**config.mk**
```make
export PLATFORM = sky130hd
export DESIGN_NAME = square_wave_period_meter
export DESIGN_NICKNAME = d
export VERILOG_FILES = /design/src/rtl/square_wave_period_meter.sv
export SDC_FILE = /design/constraint.sdc
export NUM_CORES = 1
export LEC_CHECK = 0
export BUFFER_PORTS_ARGS = -buffer_cell sky130_fd_sc_hd__buf_2
export CORE_ASPECT_RATIO = 0.75
export CORE_MARGIN = 3
export CORE_UTILIZATION = 39
export DETAILED_ROUTE_END_ITERATION = 12
export GPL_ROUTABILITY_DRIVEN = 1
export PLACE_DENSITY = 0.67
export SLEW_MARGIN = 20
export SYNTH_ARGS = -nofsm -noshare
export SYNTH_HDL_FRONTEND = slang
export SYNTH_SLANG_ARGS = --single-unit
```
**constraint.sdc**
```tcl
create_clock -name clk -period 5.9 [get_ports clk]
set_clock_uncertainty 0.2 [all_clocks]
set_input_delay 0.295 -clock clk [delete_from_list [all_inputs] [get_ports clk]]
set_output_delay 0.295 -clock clk [all_outputs]
set_load 0.02 [all_outputs]
```
**src/rtl/square_wave_period_meter.sv**
```systemverilog
// Square-wave period meter: hysteresis slicer on a sampled wave, then an FSM that
// times rising-edge-to-rising-edge period and high time, with loss-of-signal timeout.
module square_wave_period_meter #(
  parameter int resolution_bits = 8,
  parameter int counter_width   = 16,
  parameter int thresh_hi       = 160,
  parameter int thresh_lo       = 96
) (
  input  logic                       clk,
  input  logic                       reset,
  input  logic [resolution_bits-1:0] square_in,
  output logic [counter_width-1:0]   period_out,
  output logic [counter_width-1:0]   high_out,
  output logic                       measure_valid,
  output logic                       locked,
  output logic                       timeout
);

  // state   | meaning
  // SEEK    | waiting for the first rising edge, counter parked at 0
  // MEASURE | counting cycles since the last rising edge
  // TIMEOUT | no rising edge for a full counter span; last results held

  typedef enum logic [1:0] {SEEK, MEASURE, TIMEOUT} state_t;

  localparam logic [resolution_bits-1:0] TH_HI   = resolution_bits'(thresh_hi);
  localparam logic [resolution_bits-1:0] TH_LO   = resolution_bits'(thresh_lo);
  localparam logic [counter_width-1:0]   CNT_MAX = '1;
  localparam logic [counter_width-1:0]   CNT_ONE = counter_width'(1);

  state_t                     state, state_nxt;
  logic [resolution_bits-1:0] s_reg;
  logic                       lvl, lvl_nxt;
  logic                       rise, fall;
  logic [counter_width-1:0]   cnt, cnt_nxt, cnt_inc;
  logic [counter_width-1:0]   hi_lat, hi_lat_nxt;
  logic [counter_width-1:0]   period_nxt, high_nxt;
  logic                       valid_nxt, locked_nxt, timeout_nxt;

  // Between the thresholds the slicer keeps its previous decision.
  always_comb begin
    lvl_nxt = lvl;
    if (s_reg >= TH_HI)      lvl_nxt = 1'b1;
    else if (s_reg <= TH_LO) lvl_nxt = 1'b0;
  end

  assign rise    = !lvl && lvl_nxt;
  assign fall    = lvl && !lvl_nxt;
  assign cnt_inc = (cnt == CNT_MAX) ? cnt : cnt + CNT_ONE;

  always_comb begin
    state_nxt   = state;
    cnt_nxt     = cnt;
    hi_lat_nxt  = hi_lat;
    period_nxt  = period_out;
    high_nxt    = high_out;
    valid_nxt   = 1'b0;
    locked_nxt  = locked;
    timeout_nxt = timeout;
    case (state)
      SEEK: begin
        cnt_nxt = '0;
        if (rise) begin
          state_nxt = MEASURE;
          cnt_nxt   = CNT_ONE;
        end
      end
      MEASURE: begin
        cnt_nxt = cnt_inc;
        if (fall) hi_lat_nxt = cnt;
        // A rise on the saturating cycle still counts as a valid measurement.
        if (rise) begin
          period_nxt = cnt;
          high_nxt   = hi_lat;
          valid_nxt  = 1'b1;
          locked_nxt = 1'b1;
          cnt_nxt    = CNT_ONE;
        end else if (cnt_inc == CNT_MAX) begin
          state_nxt   = TIMEOUT;
          timeout_nxt = 1'b1;
          locked_nxt  = 1'b0;
        end
      end
      TIMEOUT: begin
        if (rise) begin
          state_nxt   = MEASURE;
          cnt_nxt     = CNT_ONE;
          timeout_nxt = 1'b0;
        end
      end
      default: state_nxt = SEEK;
    endcase
  end

  always_ff @(posedge clk or posedge reset) begin
    if (reset) begin
      state         <= SEEK;
      s_reg         <= '0;
      lvl           <= 1'b0;
      cnt           <= '0;
      hi_lat        <= '0;
      period_out    <= '0;
      high_out      <= '0;
      measure_valid <= 1'b0;
      locked        <= 1'b0;
      timeout       <= 1'b0;
    end else begin
      state         <= state_nxt;
      s_reg         <= square_in;
      lvl           <= lvl_nxt;
      cnt           <= cnt_nxt;
      hi_lat        <= hi_lat_nxt;
      period_out    <= period_nxt;
      high_out      <= high_nxt;
      measure_valid <= valid_nxt;
      locked        <= locked_nxt;
      timeout       <= timeout_nxt;
    end
  end

endmodule

```
# After elaboration in Yosys (flattened, before gate mapping)

Cells that the tools add are included.

Input bits: 10
Output and inout port bits: 35
Bits in registers: 78
Logic and storage cells: 55

Reduce and logical (&&, ||, !) cells: 15
Multiplexer cells: 19
$add $sub $neg: 1
Equality and inequality tests: 8
Order comparisons: 2

Operators by type and width:

| operator                | count |
|---|---|
| $mux W16                | 3 |
| $pmux W16 S3            | 1 |
| $eq A16 B16 Y1 const B  | 2 |
| $add A16 B1 Y16 const B | 1 |
| $mux W1                 | 10 |
| $ge A8 B8 Y1 const B    | 1 |
| $le A8 B7 Y1 const B    | 1 |
| $reduce_and A2 Y1       | 4 |
| $mux W2                 | 3 |
| $ne A2 B2 Y1 const B    | 3 |
| $pmux W2 S2             | 1 |
| $reduce_and A4 Y1       | 1 |
| $reduce_bool A2 Y1      | 2 |
| $reduce_and A3 Y1       | 1 |
| $reduce_bool A3 Y1      | 1 |
| $eq A2 B1 Y1 const B    | 1 |
| $eq A2 B2 Y1 const B    | 1 |
| $logic_and A1 B1 Y1     | 2 |
| $logic_not A1 Y1        | 2 |
| $logic_not A2 Y1        | 1 |
| $ne A2 B1 Y1 const B    | 1 |
| $pmux W1 S2             | 1 |
| $reduce_or A2 Y1        | 1 |

# Depth between registers and ports, before layout

Word-level depth: 6
Gate-level depth with buffers: 9
Gate-level depth less buffers: 7

# Least setup slack after synthesis

Ideal clock, no wire load.

Kind: reg-to-reg
From: register cnt[0]
To: register state[0]
Stages on the path, launching flop included: 8
Library setup time: 0.126 ns
Data required time: 5.574 ns
Path buffers: 0
Path slack: 3.544 ns
Arrival time: 2.030 ns
Path through: dfrtp_1 -> ha_1 -> nand4_4 -> nor4_4 -> or4_1 -> a21oi_2 -> o2111ai_2 -> a311o_1

Word-level cells in the longest chain between the ends: 5
Elaborated cells between the ends (all ways): 6

RTL lines:

| element                                           | line | source |
|---|---|---|
| from (decl)                                       | 35   | `logic [counter_width-1:0] cnt, cnt_nxt, cnt_inc;` |
| from (signal assigned)                            | 111  | `cnt <= cnt_nxt;` |
| $add A16 B1 Y16 or $eq A16 B16 Y1 (tied branches) | 49   | `assign cnt_inc = (cnt == CNT_MAX) ? cnt : cnt + CNT_ONE;` |
| $mux W16 (*)                                      | 49   |  |
| $eq A16 B16 Y1 (*)                                | 78   | `end else if (cnt_inc == CNT_MAX) begin` |
| $ne A2 B2 Y1 (no source line) (*)                 | --   |  |
| $reduce_and A3 Y1 (no source line) (*)            | --   |  |
| to (signal assigned)                              | 108  | `state <= state_nxt;` |
| to (decl)                                         | 31   | `state_t state, state_nxt;` |

Every way passes the cells marked *; elsewhere a longest branch is shown, timed or not.
A chain may end at the register's enable or synchronous reset.

# Worst setup path after layout

Same ends and word-level chain as after synthesis.

==> flow_summary.toml <==
[detailed_routing]
drcViolationCount = 0
dr_wl_met2_um = 3170
route.vias.total = 2531
wl_met3_um = 546
wl_met1_um = 4120
viasPerCell = 5.53
drt_first_pass_iters = 4
top_layer = "met4"
wl_um = 7950
dr.first_iter.drc_count = 157
ant_nets = 0
avgRoutedWirePerCell_um = 17.3

[placement]
port_buffers = 44
dp.cells = 434
pre_cts_ws_ps = 3180
place.gp.congestion = 0.893
hpwl_um = 5210

[timing]
setup_tns_ps = 0
hold_viol_final = 0
fin_crit_ps = 2730
fmax_mhz = 366
finalSetupViolations = 0
worst_slew_margin_rel_pct = 35.2
slew_viol_final = 0
worst_slew_pin_slew_ps = 972
rsz0062_at_grt = "false"
fin_crit_sh_pct = 46.3
setup_ws_ps = 3170

[cells_and_area]
fill_cells = 747
drive_above_1_share_pct = 35.1
final_common_cell = "dfrtp_1"
nets = 361
diodes = 0
area_delta_synth_final_pct = 18.3
finalNonFillerCells = 458
layout_common_cells = "dfrtp_1, mux2_2, buf_2"

[setup_path]
worst-setup-path-type = "reg -> reg"
cp-end-kind = "flop"
crit_required_ps = 5920
worstSetupStartpointType = "flop"
cp.arrival_ps = 2750
critPathMaxFanout = 9

[die]
fp-row-count = 29
core_area_um2 = 8670
die-area_um2 = 10400
io-pin-count = 45
die_h_um = 89.0
start_util_pct = 41.3
die_w_um = 117

[power_and_ir_drop]
power.density_nw_per_um2 = 306
ir_drop_mv = 0.200
p_leak_nw = 2.06
total_power_mw = 1.30

[cts]
clk_pin_slew_ps = 60
clkSinkCount = 78
clockBufferDepth = 2
clock_latency_ps = 340
cts_root_buf = "clkbuf_16"
tritoncts = "yes"
numCtsBuffers = 9
htreeDepth = 3
cts_resized = 0
postCtsSetupBuffers = 0
cts_hold_buffers = 8

[synth]
synth.distinct_cells = 53
synth_warnings = 0
syn-num-nets = 313
async_flop_share_pct = 100
seq_area_frac_synth_pct = 54.5
syn_area_um2 = 3580
synthCells = 297
synthFlopType = "dfrtp_1"
avgSynthCellArea_um2 = 12.0
synth_edf_count = 0
ys_seq_elements = 78

[flow_run]
cap_violations = 0

[global_route]
gr-usage-all-layers_pct = 16.9
grt_first_pass_wirelength_um = 13400
grt_max_degree = 79
grt_pass1_vias = 2523
antenna_found_initial = 0
grt_overflow_total = 0

[run_status]
status = "completed"

[hold_path]
hp-class = "in -> async"
worst max-delay path: stages, from the launching register on:
cell	delay, ps
dfrtp_1	480
ha_1	330
nand4_4	180
nor4_4	560
o31ai_1	160
a21oi_2	150
o2111ai_2	160
a311o_1	390
cells by family (layout without fill, tap and decap cells):
group | count (synthesis) | after routing | share of synthesized area, %
DFF | 78 | 78 | 54.5
and+or+nand+nor | 78 | 78 | 13.5
AOI/OAI and AO/OA | 60 | 60 | 11.0
muxes | 48 | 48 | 15.1
buffers and inverters | 24 | 77 | 3.01
adders and majority gates | 6 | 6 | 2.10
xor gates and xnor gates | 3 | 3 | 0.734
path summary, 6_finish.rpt:
kind / start / end / slack, ps / cells after the start
worst max-delay path: cnt[0] / state[0] / 3170 / 7
worst min-delay path: reset / s_reg[1] / 40 / 3
worst max register to register: cnt[0] / state[0] / 3170 / 7
worst min register to register: timeout / timeout / 290 / 2
max in group asynchronous: reset / hi_lat[9] / 4800 / 3
min in group clk: timeout / timeout / 290 / 2
Yosys cell counts (2+ instances only):
| library cell | instances | area, um2 |
|---|---|---|
| clkbuf_1 | 10 | 37.5 |
| a22o_1 | 3 | 26.3 |
| buf_2 | 5 | 25.0 |
| or3_1 | 3 | 18.8 |
| nor2b_1 | 3 | 18.8 |
| and3_1 | 2 | 12.5 |
| a31oi_1 | 2 | 12.5 |
| a21o_1 | 2 | 15.0 |
| o21ai_1 | 5 | 25.0 |
| nand4_1 | 6 | 37.5 |
| nand2_1 | 16 | 60.1 |
| o21ai_0 | 19 | 95.1 |
| dfrtp_1 | 78 | 1950 |
| nand2b_1 | 3 | 18.8 |
| a21oi_1 | 10 | 50.1 |
| nor2_1 | 11 | 41.3 |
| nor3_2 | 3 | 30.0 |
| inv_1 | 6 | 22.5 |
| or4_1 | 2 | 15.0 |
| nand3b_1 | 3 | 22.5 |
| nor3_1 | 4 | 20.0 |
| ha_1 | 6 | 75.1 |
| or2_1 | 2 | 12.5 |
| o31ai_1 | 7 | 52.6 |
| and4_1 | 4 | 35.0 |
| mux2_2 | 48 | 541 |
| xnor2_1 | 2 | 17.5 |
| nand3_1 | 7 | 35.0 |
area by class of cell:
class	instances	area (um2)	share of cell area, %
clock buffers	9	225	5.32
clock inverters	7	57.6	1.36
inverters	6	22.5	0.532
multi-input cells	195	1520	35.9
flip-flops and latches	78	1950	46.1
well taps	108	135	3.19
repair buffers	55	323	7.62
layer usage:
metal  vias up  track usage [%]
met5         -                0
met4         0             4.48
met3        13             5.48
met1      1251             26.4
li1       1194                -
met2        73             22.4
power breakdown:
part / internal, mW / switching [mW]
Sequential: 0.562 / 0.0289
Clock: 0.289 / 0.227
Combinational: 0.0744 / 0.116
Total: 0.925 / 0.372
stage by stage:
step           cell area, um2  hold WS [ps]  utilization, %
6_report                 4230          40.0            48.8
5_1_grt                  4230           146            48.8
3_3_place_gp             3870           203            44.6
4_1_cts                  4230          93.4            48.8
3_5_place_dp             3870           204            44.6
2_1_floorplan            3580           126               -
Power figures use the tool's default switching activity.
